===== src/rtl/memtest_pkg.sv =====
// Shared types and constants for the memory-tester serial reporter.
// Holds the FSM encoding, line layout constants and the hex helper.
package memtest_pkg;

  typedef enum logic [2:0] {
    BOOT = 3'd0,
    IDLE = 3'd1,
    SNAP = 3'd2,
    SEND = 3'd3,
    WAIT = 3'd4,
    DONE = 3'd5
  } state_e;

  localparam int LINE_LEN = 23;
  localparam logic [4:0] LAST_IDX = 5'(LINE_LEN - 1);

  localparam logic [7:0] CH_P  = 8'h50;
  localparam logic [7:0] CH_F  = 8'h46;
  localparam logic [7:0] CH_EQ = 8'h3D;
  localparam logic [7:0] CH_SP = 8'h20;
  localparam logic [7:0] CH_CR = 8'h0D;
  localparam logic [7:0] CH_LF = 8'h0A;

  function automatic logic [7:0] hex_char(
    input logic [3:0] n
  );
    if (n < 4'd10) return 8'h30 + {4'h0, n};
    return 8'h37 + {4'h0, n};
  endfunction

endpackage


===== src/rtl/memtest_report_uart_tx.sv =====
// 8N1 UART transmitter with a start/ready handshake.
// The shift register LSB drives the pin, so reset forces txd high at once.
module uart_tx #(
  parameter int CLKS_PER_BIT = 434
) (
  input  logic       clk,
  input  logic       rst_n,
  input  logic       start,
  input  logic [7:0] data,
  output logic       ready,
  output logic       txd
);

  localparam logic [15:0] BAUD_LAST = 16'(CLKS_PER_BIT - 1);

  logic [15:0] baud_q, baud_d;
  logic [3:0]  bit_q, bit_d;
  logic [9:0]  shift_q, shift_d;
  logic        ready_q, ready_d;

  always_ff @(posedge clk or negedge rst_n) begin
    if (!rst_n) begin
      baud_q  <= '0;
      bit_q   <= '0;
      shift_q <= '1;
      ready_q <= 1'b1;
    end else begin
      baud_q  <= baud_d;
      bit_q   <= bit_d;
      shift_q <= shift_d;
      ready_q <= ready_d;
    end
  end

  always_comb begin
    baud_d  = baud_q;
    bit_d   = bit_q;
    shift_d = shift_q;
    ready_d = ready_q;
    if (ready_q) begin
      if (start) begin
        shift_d = {1'b1, data, 1'b0};
        baud_d  = '0;
        bit_d   = '0;
        ready_d = 1'b0;
      end
    end else if (baud_q == BAUD_LAST) begin
      baud_d  = '0;
      shift_d = {1'b1, shift_q[9:1]};
      if (bit_q == 4'd9) begin
        ready_d = 1'b1;
      end else begin
        bit_d = bit_q + 4'd1;
      end
    end else begin
      baud_d = baud_q + 16'd1;
    end
  end

  assign ready = ready_q;
  assign txd   = shift_q[0];

endmodule


===== src/rtl/memtest_report.sv =====
// Snapshots the tester pass/fail counters on change and sends
// one "P=xxxxxxxx F=xxxxxxxx\r\n" line per snapshot over UART.
module memtest_report #(
  parameter int CLKS_PER_BIT = 434
) (
  input  logic        clk,
  input  logic        rst_n,
  input  logic [31:0] passcount,
  input  logic [31:0] failcount,
  input  logic        force_report,
  output logic        txd,
  output logic        busy,
  output logic [15:0] lines_sent
);

  import memtest_pkg::*;

  state_e      state_q, state_d;
  logic [31:0] snap_pass_q, snap_pass_d;
  logic [31:0] snap_fail_q, snap_fail_d;
  logic [31:0] last_pass_q, last_pass_d;
  logic [31:0] last_fail_q, last_fail_d;
  logic        pending_q, pending_d;
  logic [4:0]  idx_q, idx_d;
  logic [15:0] lines_sent_q, lines_sent_d;

  logic        trigger;
  logic        tx_start;
  logic        tx_ready;
  logic [7:0]  tx_byte;
  logic [2:0]  pos_p;
  logic [2:0]  pos_f;

  always_ff @(posedge clk or negedge rst_n) begin
    if (!rst_n) begin
      state_q      <= BOOT;
      snap_pass_q  <= '0;
      snap_fail_q  <= '0;
      last_pass_q  <= '0;
      last_fail_q  <= '0;
      pending_q    <= 1'b0;
      idx_q        <= '0;
      lines_sent_q <= '0;
    end else begin
      state_q      <= state_d;
      snap_pass_q  <= snap_pass_d;
      snap_fail_q  <= snap_fail_d;
      last_pass_q  <= last_pass_d;
      last_fail_q  <= last_fail_d;
      pending_q    <= pending_d;
      idx_q        <= idx_d;
      lines_sent_q <= lines_sent_d;
    end
  end

  assign trigger = pending_q | force_report
                 | (passcount != last_pass_q)
                 | (failcount != last_fail_q);

  always_comb begin
    state_d      = state_q;
    snap_pass_d  = snap_pass_q;
    snap_fail_d  = snap_fail_q;
    last_pass_d  = last_pass_q;
    last_fail_d  = last_fail_q;
    pending_d    = pending_q;
    idx_d        = idx_q;
    lines_sent_d = lines_sent_q;
    tx_start     = 1'b0;
    unique case (state_q)
      BOOT: state_d = SNAP;
      IDLE: if (trigger) state_d = SNAP;
      SNAP: begin
        snap_pass_d = passcount;
        snap_fail_d = failcount;
        last_pass_d = passcount;
        last_fail_d = failcount;
        pending_d   = 1'b0;
        idx_d       = '0;
        state_d     = SEND;
      end
      SEND: begin
        tx_start = 1'b1;
        if (tx_ready) state_d = WAIT;
      end
      WAIT: begin
        if (tx_ready) begin
          if (idx_q == LAST_IDX) begin
            state_d = DONE;
          end else begin
            idx_d   = idx_q + 5'd1;
            state_d = SEND;
          end
        end
      end
      DONE: begin
        lines_sent_d = lines_sent_q + 16'd1;
        state_d      = IDLE;
      end
      default: state_d = BOOT;
    endcase
    // A force seen during SNAP must survive the clear above
    if (force_report && state_q != IDLE) pending_d = 1'b1;
  end

  // Nibble slot within each hex field, MSB first (9-idx, 20-idx mod 8)
  assign pos_p = 3'd1 - idx_q[2:0];
  assign pos_f = 3'd4 - idx_q[2:0];

  always_comb begin
    tx_byte = CH_LF;
    unique case (1'b1)
      idx_q == 5'd0:
        tx_byte = CH_P;
      idx_q == 5'd1 || idx_q == 5'd12:
        tx_byte = CH_EQ;
      idx_q >= 5'd2 && idx_q <= 5'd9:
        tx_byte = hex_char(snap_pass_q[{pos_p, 2'b00} +: 4]);
      idx_q == 5'd10:
        tx_byte = CH_SP;
      idx_q == 5'd11:
        tx_byte = CH_F;
      idx_q >= 5'd13 && idx_q <= 5'd20:
        tx_byte = hex_char(snap_fail_q[{pos_f, 2'b00} +: 4]);
      idx_q == 5'd21:
        tx_byte = CH_CR;
      default:
        tx_byte = CH_LF;
    endcase
  end

  uart_tx #(
    .CLKS_PER_BIT(CLKS_PER_BIT)
  ) u_tx (
    .clk   (clk),
    .rst_n (rst_n),
    .start (tx_start),
    .data  (tx_byte),
    .ready (tx_ready),
    .txd   (txd)
  );

  assign busy       = (state_q != BOOT) && (state_q != IDLE);
  assign lines_sent = lines_sent_q;

endmodule

===== config.mk =====
export PLATFORM = sky130hd
export DESIGN_NAME = memtest_report
export DESIGN_NICKNAME = d
export VERILOG_FILES = /design/src/rtl/memtest_pkg.sv /design/src/rtl/memtest_report_uart_tx.sv /design/src/rtl/memtest_report.sv
export SDC_FILE = /design/constraint.sdc
export NUM_CORES = 1
export LEC_CHECK = 0
export ABC_CLOCK_PERIOD_IN_PS = 4100
export CAP_MARGIN = 20
export CORE_UTILIZATION = 45
export CTS_CLUSTER_SIZE = 20
export DETAILED_ROUTE_END_ITERATION = 6
export DONT_BUFFER_PORTS = 1
export PLACE_DENSITY = 0.71
export SYNTH_ARGS = -nofsm -noshare
export SYNTH_HDL_FRONTEND = slang
export SYNTH_SLANG_ARGS = --single-unit

===== constraint.sdc =====
create_clock -name clk -period 4.1 [get_ports clk]
set_clock_uncertainty 0.2 [all_clocks]
set_input_delay 0.41 -clock clk [delete_from_list [all_inputs] [get_ports clk]]
set_output_delay 0.41 -clock clk [all_outputs]
set_load 0.02 [all_outputs]

Yosys cells after proc, flatten, opt, wreduce, memory -nomap -nowiden
Cells that the tools add are included.
{"block": "totals", "ff_bits": 120, "latchBits": 0, "ram_bits": 0, "romBits": 0, "input_bits": 67, "output_inout_bits": 18, "elab_cells": 102, "memories": 0}
{"block": "classes", "addsub": 10, "n_mul": 0, "n_div": 0, "n_lt_le_gt_ge": 6, "n_eq_ne": 22, "n_shift": 2, "muxes": 34, "bitwise": 3, "n_reduce_logical": 15}
{"op": "32-bit != test", "count": 2}
{"op": "32-bit by 6-bit variable part select with 4-bit output", "count": 2}
{"op": "8-bit one-hot mux with 7 select lines", "count": 1}
{"op": "16-bit 2-to-1 mux", "count": 3}
{"op": "16-bit by 1-bit adder with 16-bit output, second input constant", "count": 2}
{"op": "8-bit 2-to-1 mux", "count": 4}
{"op": "10-bit 2-to-1 mux", "count": 3}
{"op": "6-bit by 4-bit adder with 7-bit output, first input constant", "count": 4}
{"op": "3-bit one-hot mux with 6 select lines", "count": 1}
{"op": "16-bit by 9-bit == test with 1-bit output, second input constant", "count": 1}
{"op": "4-bit 2-to-1 mux", "count": 4}
{"op": "5-bit by 4-bit == test with 1-bit output, second input constant", "count": 3}
{"op": "3-bit 2-to-1 mux", "count": 4}
{"op": "1-bit 2-to-1 mux", "count": 11}
{"op": "5-bit == test, second input constant", "count": 2}
{"op": "5-bit 2-to-1 mux", "count": 2}
{"op": "5-bit one-hot mux with 2 select lines", "count": 1}
{"op": "3-bit AND reduction", "count": 3}
{"op": "4-bit less-than comparator, second input constant", "count": 2}
{"op": "3-bit by 2-bit == test with 1-bit output, second input constant", "count": 2}
{"op": "3-bit == test, second input constant", "count": 2}
{"op": "2-bit by 1-bit != test with 1-bit output, second input constant", "count": 3}
{"op": "2-bit != test, second input constant", "count": 3}
{"op": "2-bit nonzero test", "count": 3}
{"op": "19 further kinds", "count": 24}

Logic depth before layout (Yosys ltp)
Gate-level depths: netlist of the first run.
{"block": "logic_depth", "ltp_word": 9, "depth_mapped": 11, "depth_no_buf": 9}

Cells and area by module
From an unflattened synthesis of the first run, not the netlist that was laid out.
{"block": "unflattened", "cells_unflattened": 676, "area_unflattened_um2": 7176.9}
{"mod": "memtest_report", "instances": 1, "cells_each": 497, "area_per_inst_um2": 5424.0, "seq_area_each_um2": 2227.1}
{"mod": "uart_tx", "instances": 1, "cells_each": 179, "area_per_inst_um2": 1752.9, "seq_area_each_um2": 763.2}

Least setup slack after synthesis of the first run
Ideal clock, no wire load.
{"block": "synth_timing", "path_type": "register -> register", "from": "reg idx_q[1]", "to": "reg u_tx.shift_q[1]", "setup_time_ns": 0.069, "t_arrival_ns": 2.781, "t_required_ns": 3.831, "path_slack_ns": 1.050, "path_stages_with_launch": 11, "path_buffers": 2, "period_less_slack_ns": 3.050, "path_cell_list": "dfrtp_1 > buf_2 > inv_1 > ha_1 > buf_6 > mux2_4 > mux4_2 > a21boi_4 > xor2_1 > o221a_1 > o21ai_2"}
{"block": "synth_via", "elab_chain_cells": 9, "word_cells_on_any_way": 34, "cone_classes": "add/sub (6); order compare (6); eq/ne (5); shift (2); mux (11); reduce/logical (4)"}
{"item": "start: declaration", "line": "memtest_report.sv:24", "text": "logic [4:0] idx_q, idx_d;"}
{"item": "start signal: assignment", "line": "memtest_report.sv:51", "text": "idx_q <= idx_d;"}
{"item": "3-bit subtractor or 1-bit by 3-bit subtractor with 3-bit output (tied branches)", "line": "memtest_report.sv:108, memtest_report.sv:107"}
{"item": "32-bit by 6-bit variable part select with 4-bit output (on tied branches)", "line": "memtest_report.sv:124, memtest_report.sv:118"}
{"item": "4-bit less-than comparator", "line": "memtest_pkg.sv:27", "text": "if (n < 4'd10) return 8'h30 + {4'h0, n};"}
{"item": "1-bit 2-to-1 mux", "line": "memtest_pkg.sv:27"}
{"item": "1-bit 2-to-1 mux", "line": "memtest_report.sv:112", "text": "unique case (1'b1)"}
{"item": "8-bit 2-to-1 mux", "line": "memtest_pkg.sv:28", "text": "return 8'h37 + {4'h0, n};"}
{"item": "8-bit one-hot mux with 7 select lines (*)", "line": "memtest_report.sv:112"}
{"item": "10-bit 2-to-1 mux (*)", "line": "memtest_report_uart_tx.sv:41", "text": "if (start) begin"}
{"item": "10-bit 2-to-1 mux (*)", "line": "memtest_report_uart_tx.sv:40", "text": "if (ready_q) begin"}
{"item": "end signal: assignment", "line": "memtest_report_uart_tx.sv:30", "text": "shift_q <= shift_d;"}
{"item": "end: declaration", "line": "memtest_report_uart_tx.sv:18", "text": "logic [9:0] shift_q, shift_d;"}
Mark *: on every way between the ends. The rest lies on a longest branch, timed or not. The select of a mux whose other input is x is not followed.
A chain may end at the register's enable or synchronous reset.

Worst setup path in the final report of the first run
{"block": "layout_timing", "from": "reg idx_q[0]", "to": "reg u_tx.shift_q[1]"}
The elaborated chain is that of the path after synthesis.

==> reports/qor.csv, run 1 <==
stage,metric,value,unit
logic_synthesis,post-synthesis xor/xnor area fraction,9.24,%
logic_synthesis,top-count cell post-synth,dfrtp_1,
place,HPWL Detailed,11.9,mm
sta,relative slew slack,38.8,%
grt,GR Util All Layers,24.1,%
sta,setup_tns,0,ns
logic_synthesis,register area share after synthesis,43.3,%
clock_network,Max Buffers Root-to-Sink,2,
floorplan,IO Pins,85,
place,IO Port Bufs,0,
grt,first-pass GRT wire length,29.4,mm
worst_hold_path,Worst Hold Class,in -> reg,
floorplan,Die Wd,126,µm
cells_and_area,fill count,1187,
sta,Slew Limit Fails,0,
clock_network,CTS root buf,clkbuf_16,
logic_synthesis,Syn Nets,711,
clock_network,post-CTS setup buffer count,0,
sta,final worst path period share,86.4,%
logic_synthesis,Yosys cell types,64,
setup_path,critical path class,reg -> reg,
clock_network,clock transition at the registers of the reported paths,0.06,ns
cells_and_area,area grow syn2layout,20.9,%
cells_and_area,Final Instance Area,0.00835,mm²
routing,Initial DRC Count,434,
logic_synthesis,leading area contributor after synthesis,dfrtp_1,
logic_synthesis,Post-Synth Adder-Cell Area,2.90,%
routing,Final ANT Viol Nets,0,
logic_synthesis,"top cells by count, synth","dfrtp_1, mux2_2, xor2_1, nand2_1, o21ai_0",
setup_path,Critical Path Source Type,flop,
setup_path,Critical Path Fanout Max,13,
logic_synthesis,Simple-Gate Fraction of Synth Area,13.3,%
logic_synthesis,Synth Flop Type,dfrtp_1,
floorplan,Placeable Area,0.0148,mm²
logic_synthesis,dominant cells by area after synthesis,"dfrtp_1, mux2_2, xor2_1, dfstp_2, mux4_2",
setup_path,Arrival @ worst endpoint,3.70,ns
clock_network,CTS Buf Count,17,
grt,grt total ovfl,0,
floorplan,Starting Density,46.8,%
logic_synthesis,largest family of logic cells by synthesized area,multiplexers,
grt,vias in the first global route,5463,
clock_network,CTS tree,done,
place,RD Place Congestion,0.890,
clock_network,Sink Count,119,
sta,final hold viol count,0,
place,placed inst area,0.00706,mm²
sta,Peak Freq,282,MHz
sta,unrepaired setup endpoints after global routing,no,
clock_network,# hold bufs at CTS,67,
logic_synthesis,synthesized instance count,628,
logic_synthesis,Async SR Flop Fraction,100,%
cells_and_area,antenna cell count,0,
logic_synthesis,compound-gate portion of the synthesized area,10.6,%
clock_network,H-Tree Depth,4,
floorplan,row count,44,
setup_path,WP data required,4.26,ns
logic_synthesis,area share of the largest cell type after synthesis,39.5,%
logic_synthesis,Post-synth EDFFs,0,
floorplan,Die Y,126,µm
logic_synthesis,Synth Area per Inst,11.0,µm²
logic_synthesis,Seq cells post-synth,119,
floorplan,die area,0.0159,mm²
clock_network,PostCTS Resize Cnt,0,
routing,vias,5235,
sta,min cycle time layout,3.54,ns
sta,Final setup viols,0,
grt,initial antenna violation count,0,
logic_synthesis,Post-Syn Area,0.00691,mm²
routing,Detailed Routing Iterations Pass 1,5,
power,Pleak,3.41,nW
logic_synthesis,mux cell area share after synthesis,17.9,%
routing,Via density,5.88,
cells_and_area,fin nets,776,
cells_and_area,share of cells above drive strength 1,19.0,%
routing,wire per inst,20.2,µm
power,pwr dens,358,mW/mm²
routing,WL final,18.0,mm
grt,largest net degree at the start of global routing,120,
power,Worst IR Drop VDD,265,µV
logic_synthesis,Yosys warnings,0,
outcome,status,"complete, no violations",
setup_path,Worst Setup End Kind,flop,
clock_network,clk_lat worst skew,0.43,ns
routing,drt drc,0,
sta,worst slew pin tran,0.918,ns
run,Max Cap Viol,0,
[critical path, stage by stage (launching register included)]
cell and delay, ns:
dfrtp_1 0.70, inv_2 0.24, ha_1 0.69, mux2_2 0.39
mux4_2 0.55, a21boi_4 0.18, xor2_1 0.15, o221a_1 0.26
o21ai_2 0.10
[layout by cell type (no fill, tap or decap), drive strengths merged, types with 5 or more instances in the layout]
cell type,instances
dfrtp,109
mux2,71
dlygate4sd3,66
xor2,52
nand2,39
o21ai,38
nor2,28
inv,22
clkbuf,21
nand3,20
xnor2,20
ha,16
nand2b,15
nand4,14
nor4,14
nor2b,14
mux4,14
a21oi,13
and3,10
dfstp,10
mux2i,9
a31oi,8
nor3,6
a22oi,5
o2111a,5
[report_power, final]
part | leakage (nW) | switching (W) | internal [W] | total, W
Sequential | 1.45 | 0.0000372 | 0.00121 | 0.00125
Clock | 0.286 | 0.000546 | 0.000986 | 0.00153
Combinational | 1.67 | 0.0000935 | 0.000118 | 0.000211
Total | 3.41 | 0.000677 | 0.00231 | 0.00299
[stage by stage]
stage / setup slack, ns / total power (W) / std cells / util (%) / hold slack (ns)
after detailed placement: 0.588 / 0.00139 / 791 / 47.8 / -0.0740
after CTS: 0.570 / 0.00301 / 890 / 56.6 / 0.113
final: 0.559 / 0.00299 / 890 / 56.6 / 0.121
after floorplan: 1.05 / 0.00135 / 628 / - / -0.0856
after global routing: 0.351 / 0.00308 / 890 / 56.6 / 0.146
after global placement: 0.717 / 0.00139 / 791 / 47.8 / -0.0756
[final cells by class]
cell class | instances | area (µm²) | area share, %
tap | 184 | 230 | 2.76
clock buffer | 21 | 460 | 5.51
multi-input combinational | 464 | 3730 | 44.7
clock inverter | 11 | 148 | 1.77
sequential | 119 | 2990 | 35.8
inverter | 21 | 78.8 | 0.944
timing repair buffer | 70 | 711 | 8.51
[cell families (layout without fill, tap and decap cells)]
family,after synthesis,after routing
flops,119,119
mux,94,94
compound gates,107,107
xor+xnor,72,72
buf+inv,45,123
fa+ha+maj,16,16
simple gates,175,175
[registers in the layout, summed over array words and instances (netlist names)]
register / flops
last_fail_q: 32
last_pass_q: 32
lines_sent: 16
u_tx.baud_q: 16
u_tx.shift_q: 9
idx_q: 5
u_tx.bit_q: 4
state_q: 3
pending_q: 1
u_tx.ready: 1
[routing by layer]
| metal | vias up | wire length [µm] | track usage (%) |
|---|---|---|---|
| met5 | - | 0 | 0 |
| met4 | 0 | 707 | 13.7 |
| met3 | 39 | 953 | 6.07 |
| met2 | 161 | 8960 | 40.0 |
| met1 | 2609 | 7330 | 28.5 |
| li1 | 2426 | - | - |
[worst paths after layout]
check	cells past startpoint	slack [ns]	from	endpoint
worst max-delay path	8	0.56	idx_q[0]	u_tx.shift_q[1]
worst min-delay path	3	0.12	force_report	pending_q
worst max register to register	8	0.56	idx_q[0]	u_tx.shift_q[1]
worst min register to register	1	0.32	pending_q	pending_q
max in group asynchronous	2	2.80	rst_n	last_fail_q[7]
min in group asynchronous	2	0.39	rst_n	u_tx.bit_q[0]
Power figures use the tool's default switching activity.
==> run 2, diff against run 1 <==
--- a/config.mk
+++ b/config.mk
@@ -7,3 +7,3 @@
 export LEC_CHECK = 0
-export ABC_CLOCK_PERIOD_IN_PS = 4100
+export ABC_CLOCK_PERIOD_IN_PS = 3400
 export CAP_MARGIN = 20
@@ -13,2 +13,3 @@
 export DONT_BUFFER_PORTS = 1
+export MAX_ROUTING_LAYER = met4
 export PLACE_DENSITY = 0.71
==> constraint.sdc (replaced) <==
create_clock -name clk -period 3.4 [get_ports clk]
set_clock_uncertainty 0.2 [all_clocks]
set_input_delay 0.68 -clock clk [delete_from_list [all_inputs] [get_ports clk]]
set_output_delay 0.68 -clock clk [all_outputs]
set_load 0.02 [all_outputs]
==> run 2 against run 1 <==
Net effect: largest power group unchanged; the run now ends with hold timing left; sequential cell count is the same; clock power rose by 24%; hold slack lost 0.37 ns.
==> reports/qor.csv, run 2 (synthesis results as in run 1) <==
stage,metric,value,unit,change
sta,final worst path period share,89.5,%,was 86.4%
setup_path,CP peak stage delay,0.59,ns,was 0.70 ns
clock_network,CTS root buf,clkbuf_16,,unchanged
grt,first-pass GRT wire length,27.2,mm,was 29.4 mm
cells_and_area,antenna cell count,0,,unchanged
routing,vias,4976,,was 5235
worst_hold_path,Worst Hold Class,in -> async,,was in -> reg
setup_path,critical path cell sequence,"inv_1, ha_1, mux4_2, mux2i_1, a21boi_0, xor2_1, o221a_1, o21ai_2",,"was inv_2, ha_1, mux2_2, mux4_2, a21boi_4, xor2_1, o221a_1, o21ai_2"
cells_and_area,area grow syn2layout,11.8,%,was 20.9%
sta,worst slew pin tran,0.798,ns,was 0.918 ns
routing,Detailed Routing Iterations Pass 1,5,,unchanged
sta,min cycle time layout,3.04,ns,was 3.54 ns
clock_network,clk_lat worst skew,0.42,ns,was 0.43 ns
cells_and_area,Top Registers,"last_fail_q (32), last_pass_q (32)",,unchanged
floorplan,die area,0.0159,mm²,unchanged
power,Worst IR Drop VDD,308,µV,was 265 µV
sta,Final setup viols,0,,unchanged
floorplan,Die Wd,126,µm,unchanged
sta,unrepaired setup endpoints after global routing,no,,unchanged
place,IO Port Bufs,0,,unchanged
setup_path,crit path buf inv count,1,,unchanged
grt,vias in the first global route,5123,,was 5463
clock_network,post-CTS setup buffer count,0,,unchanged
routing,Final ANT Viol Nets,0,,unchanged
floorplan,IO Pins,85,,unchanged
routing,Initial DRC Count,329,,was 434
sta,WHS,-0.245,ns,was 0.121 ns
clock_network,H-Tree Depth,4,,unchanged
setup_path,FF-to-FF End,u_tx.shift_q[1],,unchanged
power,pwr dens,461,mW/mm²,was 358 mW/mm²
clock_network,clock transition at the registers of the reported paths,0.06,ns,about the same
clock_network,Sink Count,119,,unchanged
clock_network,CTS Buf Count,17,,unchanged
setup_path,R2R Setup Slk,0.36,ns,was 0.56 ns
cells_and_area,fin nets,713,,was 776
setup_path,Crit path depth,8,,unchanged
clock_network,PostCTS Resize Cnt,0,,unchanged
grt,initial antenna violation count,0,,unchanged
clock_network,Max Buffers Root-to-Sink,2,,unchanged
setup_path,FF-to-FF path depth,8,,unchanged
cells_and_area,Final Instance Area,0.00772,mm²,was 0.00835 mm²
setup_path,Worst Setup End Kind,flop,,unchanged
routing,Via density,6.02,,was 5.88
place,RD Place Congestion,0.880,,was 0.890
setup_path,Worst R2R Start,idx_q[1],,was idx_q[0]
power,Pleak,3.16,nW,was 3.41 nW
setup_path,Worst path slowest cell,ha_1,,was dfrtp_1
grt,GR Util All Layers,23.2,%,was 24.1%
setup_path,Critical Path Fanout Max,7,,was 13
place,Post-Place Setup Slack,0.379,ns,was 0.588 ns
sta,setup_tns,0,ns,unchanged
place,placed inst area,0.00710,mm²,was 0.00706 mm²
place,HPWL Detailed,12.0,mm,was 11.9 mm
sta,final hold viol count,119,,was 0
sta,final worst slack,0.357,ns,was 0.559 ns
sta,relative slew slack,46.7,%,was 38.8%
outcome,failing checks,hold timing,,
routing,drt drc,0,,unchanged
run,Max Cap Viol,0,,unchanged
cells_and_area,"commonest non-fill, non-tap cell in the layout",dfrtp_1,,unchanged
floorplan,Starting Density,46.8,%,unchanged
floorplan,Die Y,126,µm,unchanged
setup_path,Crit path max-delay family,multiplexers,,unchanged
cells_and_area,Final Util,52.3,%,was 56.6%
sta,Slew Limit Fails,0,,unchanged
setup_path,Arrival @ worst endpoint,3.20,ns,was 3.70 ns
setup_path,WP data required,3.55,ns,was 4.26 ns
setup_path,critical path class,reg -> reg,,unchanged
routing,wire per inst,20.2,µm,about the same
grt,largest net degree at the start of global routing,120,,unchanged
cells_and_area,"commonest non-fill, non-tap cells in the layout","dfrtp_1, mux2_2, xor2_1",,"was dfrtp_1, mux2_2, dlygate4sd3_1"
sta,Peak Freq,329,MHz,was 282 MHz
floorplan,Placeable Area,0.0148,mm²,unchanged
clock_network,CTS tree,done,,unchanged
setup_path,Critical Path Source Type,flop,,unchanged
cells_and_area,share of cells above drive strength 1,21.3,%,was 19.0%
floorplan,row count,44,,unchanged
grt,grt total ovfl,0,,unchanged
outcome,status,finished with violations,,"was complete, no violations"
routing,WL final,16.7,mm,was 18.0 mm
==> run 2: changes by cell type in the layout (fill, tap and decap cells not counted) <==
cell,change
dlygate4sd3_1,-66
clkinvlp_4,-4
buf_4,+3
clkinv_2,+2
clkinv_4,+2
buf_12,+1
buf_16,-1
bufinv_16,+1
clkbuf_8,-1
==> run 2: worst register-to-register path, delay by kind of cell (launching register included) <==
family	cells	cell delay, ns
adders and majority gates	1	0.59
AOI/OAI and AO/OA	3	0.66
muxes	2	0.85
DFF	1	0.34
xor gates and xnor gates	1	0.21
buffers and inverters	1	0.11
==> run 2: metal layers <==
metal,track usage (%),vias up,wire [µm]
li1,-,2293,-
met1,26.4,2471,6660
met2,35.9,167,8160
met3,7.94,45,1160
met4,12.6,0,716
met5,-,-,0
==> run 2: metrics by stage <==
step                total power, W  std cells
floorplan                  0.00163        628
global placement           0.00167        795
detailed placement         0.00168        795
CTS                        0.00358        827
global route               0.00367        827
finish                     0.00356        827
==> run 2: where the power goes <==
part | switching (W) | internal, W
Sequential | 0.0000424 | 0.00146
Clock | 0.000659 | 0.00124
Combinational | 0.0000695 | 0.0000883
Total | 0.000771 | 0.00279
==> run 2: area by class of cell <==
type	count	area, µm²
clock buffer	20	447
clock inverter	12	175
fill	1272	7030
inverter	21	78.8
multi-input combinational	464	3730
sequential	119	2990
tap	184	230
timing repair buffer	7	65.1
==> run 2: worst max-delay path by stage <==
stage,start,endpoint
floorplan,idx_q[1],u_tx.shift_q[1]
global placement,idx_q[2],u_tx.shift_q[1]
detailed placement,idx_q[1],u_tx.shift_q[1]
CTS,idx_q[2],u_tx.shift_q[1]
global route,idx_q[1],u_tx.shift_q[1]
finish,idx_q[1],u_tx.shift_q[1]
